`config.mk`:
```
export PLATFORM = sky130hd
export DESIGN_NAME = cache_arbiter
export DESIGN_NICKNAME = d
export VERILOG_FILES = /design/src/rtl/cache_arbiter.sv
export SDC_FILE = /design/constraint.sdc
export NUM_CORES = 1
export LEC_CHECK = 0
export CORE_AREA = 2 2 539 541
export CTS_CLUSTER_DIAMETER = 60
export DETAILED_ROUTE_END_ITERATION = 10
export DIE_AREA = 0 0 541 543
export GPL_ROUTABILITY_DRIVEN = 0
export PLACE_DENSITY = 0.3
export SLEW_MARGIN = 15
export SYNTH_ARGS = -nofsm -noshare
export SYNTH_HDL_FRONTEND = slang
export SYNTH_SLANG_ARGS = --single-unit
```
`constraint.sdc`:
```
create_clock -name clk -period 18.99 [get_ports clk]
set_input_delay 3.798 -clock clk [delete_from_list [all_inputs] [get_ports clk]]
set_output_delay 3.798 -clock clk [all_outputs]
set_load 0.02 [all_outputs]
```
`src/rtl/cache_arbiter.sv`:
```
// Arbitrates the single physical-memory port between the icache and the dcache.
// Optional macro CACHE_ARBITER_ROUND_ROBIN_EN replaces fixed d-over-i priority with tie-alternation.
module cache_arbiter #(
    parameter int ADDR_WIDTH = 32,
    parameter int LINE_WIDTH = 256
) (
    input  logic                  clk,
    input  logic                  rst,

    input  logic                  i_pmem_read,
    input  logic [ADDR_WIDTH-1:0] i_pmem_address,
    output logic [LINE_WIDTH-1:0] i_pmem_rdata,
    output logic                  i_pmem_resp,

    input  logic                  d_pmem_read,
    input  logic                  d_pmem_write,
    input  logic [ADDR_WIDTH-1:0] d_pmem_address,
    input  logic [LINE_WIDTH-1:0] d_pmem_wdata,
    output logic [LINE_WIDTH-1:0] d_pmem_rdata,
    output logic                  d_pmem_resp,

    output logic                  pmem_read,
    output logic                  pmem_write,
    output logic [ADDR_WIDTH-1:0] pmem_address,
    output logic [LINE_WIDTH-1:0] pmem_wdata,
    input  logic [LINE_WIDTH-1:0] pmem_rdata,
    input  logic                  pmem_resp
);

    localparam logic [1:0] IDLE    = 2'd0;
    localparam logic [1:0] SERVE_I = 2'd1;
    localparam logic [1:0] SERVE_D = 2'd2;

    logic [1:0]            state_q, state_d;
    logic                  op_write_q, op_write_d;
    logic [ADDR_WIDTH-1:0] addr_q, addr_d;
    logic [LINE_WIDTH-1:0] wdata_q, wdata_d;

    logic d_req;
    logic grant_d;

    assign d_req = d_pmem_read | d_pmem_write;

`ifdef CACHE_ARBITER_ROUND_ROBIN_EN
    localparam logic GRANT_I = 1'b0;
    localparam logic GRANT_D = 1'b1;

    logic last_grant_q, last_grant_d;

    // On a tie, the side that did not win last time goes first.
    assign grant_d = d_req & (~i_pmem_read | (last_grant_q == GRANT_I));

    always_comb begin
        last_grant_d = last_grant_q;
        if (state_q == IDLE) begin
            if (grant_d)
                last_grant_d = GRANT_D;
            else if (i_pmem_read)
                last_grant_d = GRANT_I;
        end
    end

    always_ff @(posedge clk or posedge rst) begin
        if (rst)
            last_grant_q <= GRANT_I;
        else
            last_grant_q <= last_grant_d;
    end
`else
    assign grant_d = d_req;
`endif

    always_comb begin
        state_d    = state_q;
        op_write_d = op_write_q;
        addr_d     = addr_q;
        wdata_d    = wdata_q;
        case (state_q)
            IDLE: begin
                if (grant_d) begin
                    state_d    = SERVE_D;
                    op_write_d = d_pmem_write;
                    addr_d     = d_pmem_address;
                    wdata_d    = d_pmem_wdata;
                end else if (i_pmem_read) begin
                    state_d    = SERVE_I;
                    op_write_d = 1'b0;
                    addr_d     = i_pmem_address;
                end
            end
            SERVE_I, SERVE_D: begin
                // Returning to IDLE forces the one-cycle gap between transactions.
                if (pmem_resp)
                    state_d = IDLE;
            end
            default: state_d = IDLE;
        endcase
    end

    always_ff @(posedge clk or posedge rst) begin
        if (rst) begin
            state_q    <= IDLE;
            op_write_q <= 1'b0;
            addr_q     <= '0;
            wdata_q    <= '0;
        end else begin
            state_q    <= state_d;
            op_write_q <= op_write_d;
            addr_q     <= addr_d;
            wdata_q    <= wdata_d;
        end
    end

    assign pmem_read    = (state_q == SERVE_I) | ((state_q == SERVE_D) & ~op_write_q);
    assign pmem_write   = (state_q == SERVE_D) & op_write_q;
    assign pmem_address = addr_q;
    assign pmem_wdata   = wdata_q;

    assign i_pmem_resp  = (state_q == SERVE_I) & pmem_resp;
    assign d_pmem_resp  = (state_q == SERVE_D) & pmem_resp;
    assign i_pmem_rdata = i_pmem_resp ? pmem_rdata : '0;
    assign d_pmem_rdata = d_pmem_resp ? pmem_rdata : '0;

endmodule
```
* Yosys cells after proc, flatten, opt, wreduce, memory -nomap -nowiden
Cells that the tools add are included.
W data, S select, Z words.
** Word-level totals
- Word-level logic and storage cells :: 31
- Input port bits :: 582
- Bits in registers :: 291
- Output and inout bits :: 804
** Operators by class
- Multiplexer cells :: 10
- Equality and inequality tests :: 4
- Bitwise logic cells :: 7
- Reduce and logical (&&, ||, !) cells :: 6
** Operator list (count)
- $mux W256 :: 2
- $mux W32 :: 2
- $mux W2 :: 3
- $reduce_and A2 Y1 :: 3
- $and A1 B1 Y1 :: 4
- $pmux W2 S2 :: 1
- $ne A3 B3 Y1 const B :: 1
- $eq A2 B1 Y1 const B :: 1
- $eq A2 B2 Y1 const B :: 1
- $logic_not A2 Y1 :: 1
- $mux W1 :: 2
- $ne A2 B2 Y1 const B :: 1
- $or A1 B1 Y1 :: 2
- $reduce_bool A2 Y1 :: 1
- $reduce_or A2 Y1 :: 1
- $not A1 Y1 :: 1

* Depth between registers and ports, before layout
- Depth after elaboration :: 4
- Gate-level depth with buffers :: 7
- Mapped depth without buffers :: 5

* Worst setup path after synthesis
Ideal clock, no wire load.
- Kind :: input port to output port
- Start point :: in pmem_resp
- End point :: out d_pmem_rdata[100]
- Stages on the path :: 4
- Required time :: 15192 ps
- Arrival time :: 4702 ps
- Setup slack :: 10490 ps
- Cell sequence :: buf_2 clkbuf_1 clkbuf_1 and3_1
** Between the ends
- Longest elaborated chain between the ends :: 2
** RTL lines
- start, declared :: line 27 : input logic pmem_resp
- $and A1 B1 Y1 :: line 120 : assign d_pmem_resp = (state_q == SERVE_D) & pmem_resp;
- $mux W256 :: line 122 : assign d_pmem_rdata = d_pmem_resp ? pmem_rdata : '0;
- end, declared :: line 19 : output logic [LINE_WIDTH-1:0] d_pmem_rdata,
Every way passes these cells.

* Worst setup path in the final report
- Start point :: in pmem_resp
- End point :: out i_pmem_rdata[59]
** Between the ends
- Longest elaborated chain between the ends :: 2
** RTL lines
- $and A1 B1 Y1 :: line 119 : assign i_pmem_resp = (state_q == SERVE_I) & pmem_resp;
- $mux W256 :: line 121 : assign i_pmem_rdata = i_pmem_resp ? pmem_rdata : '0;
- end, declared :: line 12 : output logic [LINE_WIDTH-1:0] i_pmem_rdata,
Every way passes these cells.

==> impl_metrics.env <==
export IMPL_drc=0
export IMPL_io_pin_count=1386
export IMPL_global_route_wire_length_before_repair_mm=219
export IMPL_layout_cells_non_filler=6493
export IMPL_finalCoreUtilization_pct=12.5
export IMPL_n_fill_cell=32600
export IMPL_fp_dieW_um=541
export IMPL_post_drt_wl_per_cell_um=27.5
export IMPL_synth_edf_count=0
export IMPL_synthesis_yosys_warnings=0
export IMPL_dr_total_vias=17400
export IMPL_via_density=2.68
export IMPL_critPathSlowestCell="sky130_fd_sc_hd__buf_4"
export IMPL_critical_path_top_delay_family="buffers and inverters"
export IMPL_post_cts_repair_setup_buffers=0
export IMPL_power_density_cell_area_nw_per_um2=152
export IMPL_synth_most_common_cell="sky130_fd_sc_hd__and3_1"
export IMPL_firstDrtPassIters=7
export IMPL_tritoncts="built"
export IMPL_chipHeight_um=543
export IMPL_final_max_slew_violation_count=0
export IMPL_grt_antenna_before_repair=134
export IMPL_layout_cell_area_non_filler_um2=35800
export IMPL_finalWorstPathRequiredPeriod_ns=10.47
export IMPL_routed_wl_mm=178
export IMPL_clock_tree_buffer_depth=3
export IMPL_placement_row_count=197
export IMPL_synthCells=1329
export IMPL_p_leak_nw=15.0
export IMPL_timing_slew_headroom_pct=24.2
export IMPL_final_period_utilization_pct=55.1
export IMPL_critical_path_arrival_ns=6.67
export IMPL_crit_path_start_kind="input pin"
export IMPL_h_tree_lvls=2
export IMPL_ys_ff_latch=291
export IMPL_synth_top_cells_by_count="512 x sky130_fd_sc_hd__and3_1, 291 x sky130_fd_sc_hd__dfrtp_1, 240 x sky130_fd_sc_hd__mux2_4, 109 x sky130_fd_sc_hd__clkbuf_1"
export IMPL_cts_repair_resize_count=0
export IMPL_tritoncts_num_sinks=291
export IMPL_hold_worst_slack_ns=0.478
export IMPL_port_buffer_count=1385
export IMPL_min_path_type="flop to flop"
export IMPL_nNetsFinal=3221
export IMPL_area_overhead_vs_synth_pct=123
export IMPL_final_number_of_setup_violating_endpoints=0
export IMPL_grt_pass1_vias=18100
export IMPL_grt_start_max_net_pins=196
export IMPL_setup_repair_after_global_routing_missed_its_margin="false"
export IMPL_timing_final_hold_violations=0
export IMPL_critical_path_max_stage_delay_ns=0.78
export IMPL_place_area_um2=33800
export IMPL_cts_hold_repair_buffers=0
export IMPL_cts_root_buf="sky130_fd_sc_hd__clkbuf_16"
export IMPL_mappedNetlistArea_um2=16100
export IMPL_synthArstFlopShare_pct=100
export IMPL_iteration_0_drc_markers=1164
export IMPL_worst_slew_pin_slew_ns=1.14
export IMPL_syn_num_nets=1915
export IMPL_total_clock_buffers_created_by_cts=51
export IMPL_number_of_maximum_capacitance_violations=0
export IMPL_post_dp_hpwl_mm=154
export IMPL_drt_antenna_violating_nets=0
export IMPL_drive_above_1_share_pct=14.0
export IMPL_fmax_ghz=0.0955
export IMPL_initial_utilization_pct=5.60
export IMPL_post_synth_num_cell_types=25
export IMPL_global_route_overflow_total=0
export IMPL_fp_dieArea_um2=294000
export IMPL_syn_avg_cell_area_um2=12.1
export IMPL_clk_pin_slew_worst_paths_ns=0.06
export IMPL_dominantRegCellSynth="sky130_fd_sc_hd__dfrtp_1"
export IMPL_synth_top_area_share_pct=45.3
export IMPL_synth_seq_area_share_pct=45.3
export IMPL_crit_path_end_kind="primary output"
export IMPL_timing_critical_path_required_ns=15.19
export IMPL_clk_latency_ns=0.65
export IMPL_crit_buf_inv=4
export IMPL_vdd_drop_max_uv=74.6
export IMPL_run_status="complete, no violations"
export IMPL_synth_top_cell_by_area="sky130_fd_sc_hd__dfrtp_1"
export IMPL_dpl_cell_count=6363
export IMPL_grt_total_usage_pct=11.6
export IMPL_final_setup_skew_ns=0.0349
export IMPL_yosys_top_cells_area="sky130_fd_sc_hd__dfrtp_1 45%, sky130_fd_sc_hd__mux2_4 22%, sky130_fd_sc_hd__and3_1 20%"
export IMPL_timing_critical_path_cells="buf_8 > buf_4 > buf_12 > and3_1 > clkdlybuf4s50_1"
export IMPL_path_class="input pin to primary output"
export IMPL_finalSetupTns_ns=0
export IMPL_placeableCoreArea_um2=287000
export IMPL_critical_path_max_fanout=195
[stage by stage]
| step | worst slack (ns) | power (W) |
|---|---|---|
| 6_report | 8.52 | 0.00544 |
| 5_1_grt | 8.42 | 0.00578 |
| 4_1_cts | 8.67 | 0.00560 |
| 3_5_place_dp | 8.66 | 0.00449 |
| 3_3_place_gp | 8.72 | 0.00451 |
| 2_1_floorplan | 7.16 | 0.00279 |
[routing by layer]
| metal | GRT usage, % | wire [um] | vias up |
|---|---|---|---|
| li1 | - | - | 7453 |
| met1 | 12.0 | 62700 | 8379 |
| met2 | 18.9 | 82100 | 1174 |
| met3 | 7.16 | 26400 | 315 |
| met4 | 4.25 | 6890 | 58 |
| met5 | 0 | 378 | - |
[placed cells by master (no fill, tap or decap), types with 4 or more instances in the layout]
master	count
sky130_fd_sc_hd__mux2_4	240
sky130_fd_sc_hd__mux2i_1	32
sky130_fd_sc_hd__nand2_1	32
sky130_fd_sc_hd__clkinvlp_4	5
sky130_fd_sc_hd__clkbuf_8	9
sky130_fd_sc_hd__bufinv_16	8
sky130_fd_sc_hd__clkbuf_16	52
sky130_fd_sc_hd__clkbuf_1	4
sky130_fd_sc_hd__mux2_2	16
sky130_fd_sc_hd__clkdlybuf4s50_1	1383
sky130_fd_sc_hd__o21ai_0	32
sky130_fd_sc_hd__and3_1	512
sky130_fd_sc_hd__diode_2	34
sky130_fd_sc_hd__dfrtp_1	291
sky130_fd_sc_hd__buf_4	19
sky130_fd_sc_hd__inv_6	11
[state kept, by name, indices dropped and copies added (netlist names)]
register	count
op_write_q	1
pmem_address	32
pmem_wdata	256
state_q	2
[cell families (layout without fill, tap and decap cells)]
| family | after synthesis | count (layout) | share of synthesized area [%] |
|---|---|---|---|
| adders and majority gates | 4 | 4 | 0.311 |
| DFF | 291 | 291 | 45.3 |
| buffers and inverters | 156 | 1505 | 6.55 |
| AOI/OAI and AO/OA | 40 | 40 | 1.40 |
| other | 0 | 34 | 0 |
| and+or+nand+nor | 550 | 550 | 20.9 |
| muxes | 288 | 288 | 25.5 |
[area by class of cell]
cell class,count,area (um^2),area share (%)
Timing Repair Buffer,1405,14000,39.2
Multi-Input combinational cell,882,7780,21.7
Sequential cell,291,7280,20.3
Tap cell,3781,4730,13.2
Clock buffer,65,1440,4.02
Clock inverter,31,459,1.28
Antenna cell,34,85.1,0.237
Inverter,4,22.5,0.0628
[path summary, 6_finish.rpt]
| kind | from | depth (start not counted) | end | slack [ns] |
|---|---|---|---|---|
| min in group asynchronous | rst | 2 | pmem_wdata[44] | 3.60 |
| worst min register to register | pmem_address[2] | 2 | pmem_address[2] | 0.48 |
| worst max-delay path | pmem_resp | 5 | i_pmem_rdata[59] | 8.52 |
| worst min-delay path | pmem_address[2] | 2 | pmem_address[2] | 0.48 |
| max in group asynchronous | rst | 4 | pmem_wdata[217] | 13.21 |
| worst max register to register | state_q[0] | 7 | pmem_wdata[22] | 15.00 |
[power breakdown]
part           internal [W]  switching (W)  leakage [nW]  total, W
Clock              0.000654       0.000394         0.915   0.00105
Sequential         0.000944       0.000199          3.42   0.00114
Combinational       0.00149        0.00177          10.7   0.00325
Total               0.00308        0.00236          15.0   0.00544
[worst reg2reg max path, delay by kind of cell, from the launching register on]
family          cells  cell delay [ns]
flops               1             0.41
fa+ha+maj           1             0.35
buf+inv             4             2.30
mux                 1             0.45
compound gates      1             0.36
Power figures use the tool's default switching activity.
==> variant (same flow settings) <==
Register the outputs `i_pmem_rdata`, `d_pmem_rdata`, `pmem_read` and `pmem_write`, with the module's reset; this adds one clock of latency there. The other outputs are not delayed to match.
--- a/src/rtl/cache_arbiter.sv
+++ b/src/rtl/cache_arbiter.sv
@@ -113,4 +113,15 @@
 
-    assign pmem_read    = (state_q == SERVE_I) | ((state_q == SERVE_D) & ~op_write_q);
-    assign pmem_write   = (state_q == SERVE_D) & op_write_q;
+    always_ff @(posedge clk or posedge rst) begin
+        if (rst) begin
+            i_pmem_rdata <= '0;
+            d_pmem_rdata <= '0;
+            pmem_read    <= '0;
+            pmem_write   <= '0;
+        end else begin
+            i_pmem_rdata <= i_pmem_resp ? pmem_rdata : '0;
+            d_pmem_rdata <= d_pmem_resp ? pmem_rdata : '0;
+            pmem_read    <= (state_q == SERVE_I) | ((state_q == SERVE_D) & ~op_write_q);
+            pmem_write   <= (state_q == SERVE_D) & op_write_q;
+        end
+    end
     assign pmem_address = addr_q;
@@ -120,4 +131,2 @@
     assign d_pmem_resp  = (state_q == SERVE_D) & pmem_resp;
-    assign i_pmem_rdata = i_pmem_resp ? pmem_rdata : '0;
-    assign d_pmem_rdata = d_pmem_resp ? pmem_rdata : '0;
 
Function: changed (a bounded check fails within 4 cycles, from zero or initial values and one cycle with rst high).
==> variant against the unedited design <==
  * Synthesized cell count rose by 39%
  * Setup slack improved by 1800 ps
  * Largest cell class is now sequential cells
  * Combinational power barely moved
  * Power rose by 49%
  * Critical path type unchanged
  * Largest power group unchanged
  * Die area did not move
  * Register-to-register slack improved by 430 ps
  * Synthesized area rose by 80%
  * Design area rose by 43%
  * Routed wire length rose by 13%
  * Sequential cell count rose by 514
  * Cell count rose by 10%
==> variant: results (changes against the unedited design) <==
* Largest cells by area after synthesis: dfrtp_1, mux2_4, and3_1, buf_12, clkbuf_1 (unchanged)
* Clk buf depth at 4 (was 3)
* Sequential fraction of design power at 30.0% (was 21.0%)
* Number of sequential cells at 805 (was 291)
* RR Endpoint: pmem_wdata[108] (was pmem_wdata[22])
* Arrival time at the worst endpoint at 4850 ps (was 6670 ps)
* Mux share of post-synthesis cell area at 14.18% (was 25.52%)
* First-pass GRT wire length at 257200 um (was 218700 um)
* DP HPWL at 162100 um (was 154100 um)
* Antenna Diode Count at 51 (was 34)
* CP Max Fanout at 27 (was 195)
* Initial antenna violation count at 198 (was 134)
* Slowest CP cell: clkdlybuf4s50_1 (was buf_4)
* Share of cells above drive strength 1 at 15.06% (was 14.04%)
* Routed via count at 22240 (was 17380)
* Non-clk buf share at 27.59% (was 39.16%)
* Global-route met1 utilization at 13.67% (was 12.03%)
* Sequential area share after synthesis at 69.62% (was 45.28%)
* Slowest stage delay, CP at 610 ps (was 780 ps)
* Status: finished clean (unchanged)
* Flip-flop and latch area at 0.02014 sq mm (was 0.007282 sq mm)
* Worst clock skew at 82.74 ps (was 34.94 ps)
* Multi-input combinational area share at 15.16% (was 21.72%)
* H-tree depth at 4 (was 2)
* Fillers at 31420 (was 32560)
* Peak VDD IR at 99.80 uV (was 74.59 uV)
* Clk_lat worst skew at 810 ps (was 650 ps)
* Placed instance area at 0.04682 sq mm (was 0.03385 sq mm)
* P_leak at 23.37 nW (was 15.05 nW)
* Final hold slack at 478.9 ps (was 478.0 ps)
* Met3 routed WL at 28270 um (was 26400 um)
* Cts bufs inserted at 134 (was 51)
* Synthesized-area fraction occupied by adder cells at 0.1297% (was 0.3112%)
* TritonRoute pass-1 iters at 4 (was 7)
* Proportion of cell area spent on the clock network at 8.472% (was 5.300%)
## variant: cell count changes in the layout (fill, tap and decap cells not counted), moves of 7 or more
cell	unedited run	this run
dfrtp_1	291	805
clkbuf_16	52	137
clkbuf_1	4	24
diode_2	34	51
clkbuf_8	9	24
clkinv_2	2	17
buf_4	19	27
clkinvlp_4	5	12
## variant: worst register-to-register path, stage by stage (launching register included)
cell	delay, ps
dfrtp_1	390
inv_1	120
ha_1	330
o21ai_4	110
buf_4	480
buf_4	740
buf_4	900
mux2_4	440
## variant: stage by stage
| step | std cells | utilization [%] | setup WS (ps) |
|---|---|---|---|
| final | 7173 | 17.85 | 10340 |
| after global routing | 7129 | 17.81 | 10260 |
| after CTS | 7122 | 17.80 | 10290 |
| after detailed placement | 6889 | 16.29 | 10300 |
| after global placement | 6889 | 16.29 | 10290 |
| after floorplan | 1844 | - | 4141 |
